[src/rtl/gcd_stein.sv]
// Binary (Stein) GCD engine with a valid/ready handshake on both sides.
// Optional iteration counter output `cycles` is enabled by defining GCD_CYCLES_EN.
module gcd_stein #(
  parameter int WIDTH = 32,
  parameter int CNT_W = 16
) (
  input  logic             clk,
  input  logic             reset,
  input  logic             in_valid,
  output logic             in_ready,
  input  logic [WIDTH-1:0] a,
  input  logic [WIDTH-1:0] b,
  output logic             out_valid,
  input  logic             out_ready,
  output logic [WIDTH-1:0] result
`ifdef GCD_CYCLES_EN
  ,
  output logic [CNT_W-1:0] cycles
`endif
);

  // k counts common factors of two; it can reach WIDTH-1.
  localparam int KW = $clog2(WIDTH + 1);

  typedef enum logic [1:0] {
    IDLE  = 2'd0,
    SHIFT = 2'd1,
    CALC  = 2'd2,
    DONE  = 2'd3
  } state_t;

  state_t           r_state, w_state_nxt;
  logic [WIDTH-1:0] r_x, w_x_nxt;
  logic [WIDTH-1:0] r_y, w_y_nxt;
  logic [KW-1:0]    r_k, w_k_nxt;
  logic [WIDTH-1:0] r_result, w_result_nxt;
  logic             w_accept;

  assign in_ready  = (r_state == IDLE);
  assign out_valid = (r_state == DONE);
  assign result    = r_result;
  assign w_accept  = in_valid && (r_state == IDLE);

  always_comb begin
    // NOTE: every output gets a default first so no path through the case infers a latch.
    w_state_nxt  = r_state;
    w_x_nxt      = r_x;
    w_y_nxt      = r_y;
    w_k_nxt      = r_k;
    w_result_nxt = r_result;
    unique case (r_state)
      IDLE: begin
        if (in_valid) begin
          w_x_nxt = a;
          w_y_nxt = b;
          w_k_nxt = '0;
          if ((a == '0) || (b == '0)) begin
            w_result_nxt = a | b;
            w_state_nxt  = DONE;
          end else begin
            w_state_nxt = SHIFT;
          end
        end
      end
      SHIFT: begin
        if (!r_x[0] && !r_y[0]) begin
          w_x_nxt = r_x >> 1;
          w_y_nxt = r_y >> 1;
          w_k_nxt = r_k + KW'(1);
        end else begin
          w_state_nxt = CALC;
        end
      end
      CALC: begin
        if (!r_x[0])          w_x_nxt = r_x >> 1;
        else if (!r_y[0])     w_y_nxt = r_y >> 1;
        else if (r_x == r_y) begin
          w_result_nxt = r_x << r_k;
          w_state_nxt  = DONE;
        end
        else if (r_x > r_y)   w_x_nxt = r_x - r_y;
        else                  w_y_nxt = r_y - r_x;
      end
      DONE: begin
        if (out_ready) w_state_nxt = IDLE;
      end
      default: w_state_nxt = IDLE;
    endcase
  end

  // NOTE: sequential state uses non-blocking assignments so all registers update together at the edge.
  always_ff @(posedge clk or negedge reset) begin
    if (!reset) begin
      r_state  <= IDLE;
      r_x      <= '0;
      r_y      <= '0;
      r_k      <= '0;
      r_result <= '0;
    end else begin
      r_state  <= w_state_nxt;
      r_x      <= w_x_nxt;
      r_y      <= w_y_nxt;
      r_k      <= w_k_nxt;
      r_result <= w_result_nxt;
    end
  end

`ifdef GCD_CYCLES_EN
  logic [CNT_W-1:0] r_cnt;

  // Counts every SHIFT/CALC cycle, including the exit and equal cycles; saturates.
  always_ff @(posedge clk or negedge reset) begin
    if (!reset) begin
      r_cnt <= '0;
    end else if (w_accept) begin
      r_cnt <= '0;
    end else if (((r_state == SHIFT) || (r_state == CALC)) && (r_cnt != '1)) begin
      r_cnt <= r_cnt + CNT_W'(1);
    end
  end

  assign cycles = r_cnt;
`endif

endmodule

[config.mk]
export PLATFORM = sky130hd
export DESIGN_NAME = gcd_stein
export DESIGN_NICKNAME = d
export VERILOG_FILES = /design/src/rtl/gcd_stein.sv
export SDC_FILE = /design/constraint.sdc
export NUM_CORES = 1
export LEC_CHECK = 0
export ABC_AREA = 1
export BUFFER_PORTS_ARGS = -buffer_cell sky130_fd_sc_hd__buf_4
export CORE_MARGIN = 1.5
export CORE_UTILIZATION = 50
export CTS_BUF_LIST = sky130_fd_sc_hd__clkbuf_2
export DETAILED_ROUTE_END_ITERATION = 7
export GPL_ROUTABILITY_DRIVEN = 1
export PLACE_DENSITY_LB_ADDON = 0.15
export SYNTH_ARGS = -nofsm -noshare
export SYNTH_HDL_FRONTEND = slang
export SYNTH_SLANG_ARGS = --single-unit
[constraint.sdc]
create_clock -name clk -period 2.4 [get_ports clk]
set_input_delay 0.12 -clock clk [delete_from_list [all_inputs] [get_ports clk]]
set_output_delay 0.12 -clock clk [all_outputs]
set_load 0.005 [all_outputs]
==> metrics.md <==
| Metric | Value |
|---|---|
| Layout net count | 2,485 |
| Largest net degree at the start of global routing | 73 |
| Hold Crit Depth | 5 |
| Hold Fails Final Rpt | 0 |
| Count of cell types in the netlist | 51 |
| Drt first-iter violations | 1,614 |
| # IOs | 102 |
| Final slew viol count | 0 |
| Clock net sink count | 104 |
| Hold Path Class | in2reg |
| GRT overflow | 0 |
| Die Wd | 158 um |
| Place WS | -107 ps |
| Wirelength, routed | 51.4 mm |
| Asr flop ratio synth | 1.00 |
| Die Y | 158 um |
| Setup crit start kind | register |
| Kind of critical path | reg2reg |
| Period utilization | 1.08 |
| Max-cap violations | 0 |
| TritonCTS Buffers | 9 |
| Crit. End Element | register |
| Filler Cell Count | 2,015 |
| Syn nets | 2,107 |
| Vias after detailed routing | 14,900 |
| Initial antenna violation count | 1 |
| Gr usage total | 0.415 |
| First-pass GRT wire length | 78.2 mm |
| Drt pass-1 iters | 8 |
| DP HPWL | 39.4 mm |
| I/O Buffers | 101 |
| Sequential area share after synthesis | 0.217 |
| Post-synth EDFFs | 0 |
| Most frequent cell after synthesis | nand2_1 |
| Ys Warns | 0 |
| Rows | 56 |
| Yosys reg bits | 104 |
| Primary FF master, synth | dfrtp_1 |
| Most frequent cells after synthesis | nand2_1, nor2_1, inv_1, o21ai_0, nand3_1 |
| Failing checks | negative setup slack |
| H-tree levels | 3 |
| Final WS setup | -191 ps |
| Vias in the first global route | 14,200 |
| Max Clock Freq | 386 MHz |
| Core ar. | 23,500 um^2 |
| Synth area leaders | dfrtp_1, nand2_1, o21ai_0 |
| Clk pin slew, worst setup/hold paths | 400 ps |
| Top cell type by total area after synthesis | dfrtp_1 |
| Clk Latency, worst-skew pair | 730 ps |
| Routed Antenna Nets | 0 |
| CTS tree | yes |
| CP Max Fanout | 33 |
| Final setup fails | 68 |
| Vias/cell | 5.60 |
| P&R area growth vs syn | 39.6% |
| Max Root-Sink Buffers | 2 |
| Full die area | 24,900 um^2 |
| Placer congestion estimate | 1.08 |
| Min Tclk post-route | 2590 ps |
| Layout cell share with drive strength beyond 1 | 0.282 |
| DR WL/cell | 19.3 um |
| Initial core utilization | 0.511 |
| Mapped Cells | 1,967 |
| Data required, critical path | 3010 ps |
| Worst slew pin tran | 660 ps |
| Critical path data arrival time | 3200 ps |
| Final TNS setup | -7140 ps |
| Avg Cell Area, Syn | 6.10 um^2 |
| Clk_skew | 85.7 ps |
| R2r worst-path depth | 18 |
| Worst rel slew slack | 0.560 |
| Synthesized area | 12,000 um^2 |
| Status | finished, violations left |
| CTS Root Cell | clkbuf_2 |
| Synth top area share | 0.217 |
| DRC Markers | 0 |
| RSZ-0062 raised after global routing | true |
## worst paths after layout
check / from / endpoint / slack (ps)
min reg2reg: result[3] / result[3] / 540
max: r_x[0] / r_y[11] / -190
max reg2reg: r_x[0] / r_y[11] / -190
max in group asynchronous: reset / result[18] / 1570
min: b[17] / r_y[17] / 30
min in group asynchronous: reset / r_y[1] / 430
## state kept, by name, indices dropped and copies added, names as in the netlist
signal / count
r_k: 6
r_state: 2
r_x: 32
r_y: 32
result: 32
## layout make-up
type / count / area, um^2 / area share
clock inverter: 7 / 61.3 / 0.00366
clock buffer: 9 / 45.0 / 0.00269
timing repair buffer: 454 / 3920 / 0.234
antenna: 1 / 2.50 / 0.000149
multi-input combinational: 1504 / 8660 / 0.517
tap: 319 / 399 / 0.0238
inverter: 272 / 1050 / 0.0628
sequential: 104 / 2610 / 0.156
## cell usage in the layout, fill, tap and decap left out, types with 37 or more instances in the layout
master and n:
nand3_1 113, ha_1 41, nand2_1 459, a21oi_1 87, inv_2 37, nand2_2 43, buf_4 356, dfrtp_1 102
o21ai_0 191, inv_1 228, nor2_1 220, dlygate4sd3_1 70
## metrics by stage
stage	util	cell area [um^2]	cells	hold WS (ps)
3_3_place_gp	0.629	14800	2546	88.0
2_1_floorplan	-	12000	1967	-176
6_report	0.714	16700	2670	27.6
5_1_grt	0.714	16700	2670	53.4
4_1_cts	0.698	16400	2654	6.27
3_5_place_dp	0.629	14800	2546	96.7
## cells by family (layout without fill, tap and decap cells)
group | count (synthesis) | in the layout | share of synthesized area
multiplexers | 14 | 14 | 0.0117
other | 0 | 1 | 0
adder cells (fa/ha/maj) | 72 | 72 | 0.0764
AO/OA/AOI/OAI | 410 | 410 | 0.190
AND/OR/NAND/NOR | 973 | 973 | 0.355
XOR/XNOR | 35 | 35 | 0.0256
buffers and inverters | 359 | 742 | 0.125
flip-flops | 104 | 104 | 0.217
## worst max-delay path, cell delays in order (launching register included)
cell,delay [ps]
dfrtp_2,500
inv_2,80
ha_4,140
inv_2,40
fa_2,350
nand3_2,70
nand3_2,70
nand2_1,70
nand2_1,70
nand2_1,80
nand2_2,60
nand2_2,70
buf_6,110
nand2_8,60
o21ai_4,160
nand2_4,120
buf_12,210
nor2_1,130
a22oi_1,80
## per-layer routing
layer	up-vias	share of wire	global-route usage
met4	0	0.046	0.178
met3	138	0.092	0.0736
li1	7061	-	-
met1	6951	0.42	0.553
met5	-	0	0
met2	791	0.44	0.657
## repair_timing
action,CTS,global route
hold buffers,71,0
setup buffers,18,14
gates cloned,3,1
pin swaps,8,12
gates resized for setup,133,72
endpoints found under the setup margin,96,97
endpoints found under the hold margin,201,0
Power is left out: the tool's default activity adds up to more than one toggle a clock period on the data nets, which glitch-free logic cannot reach.
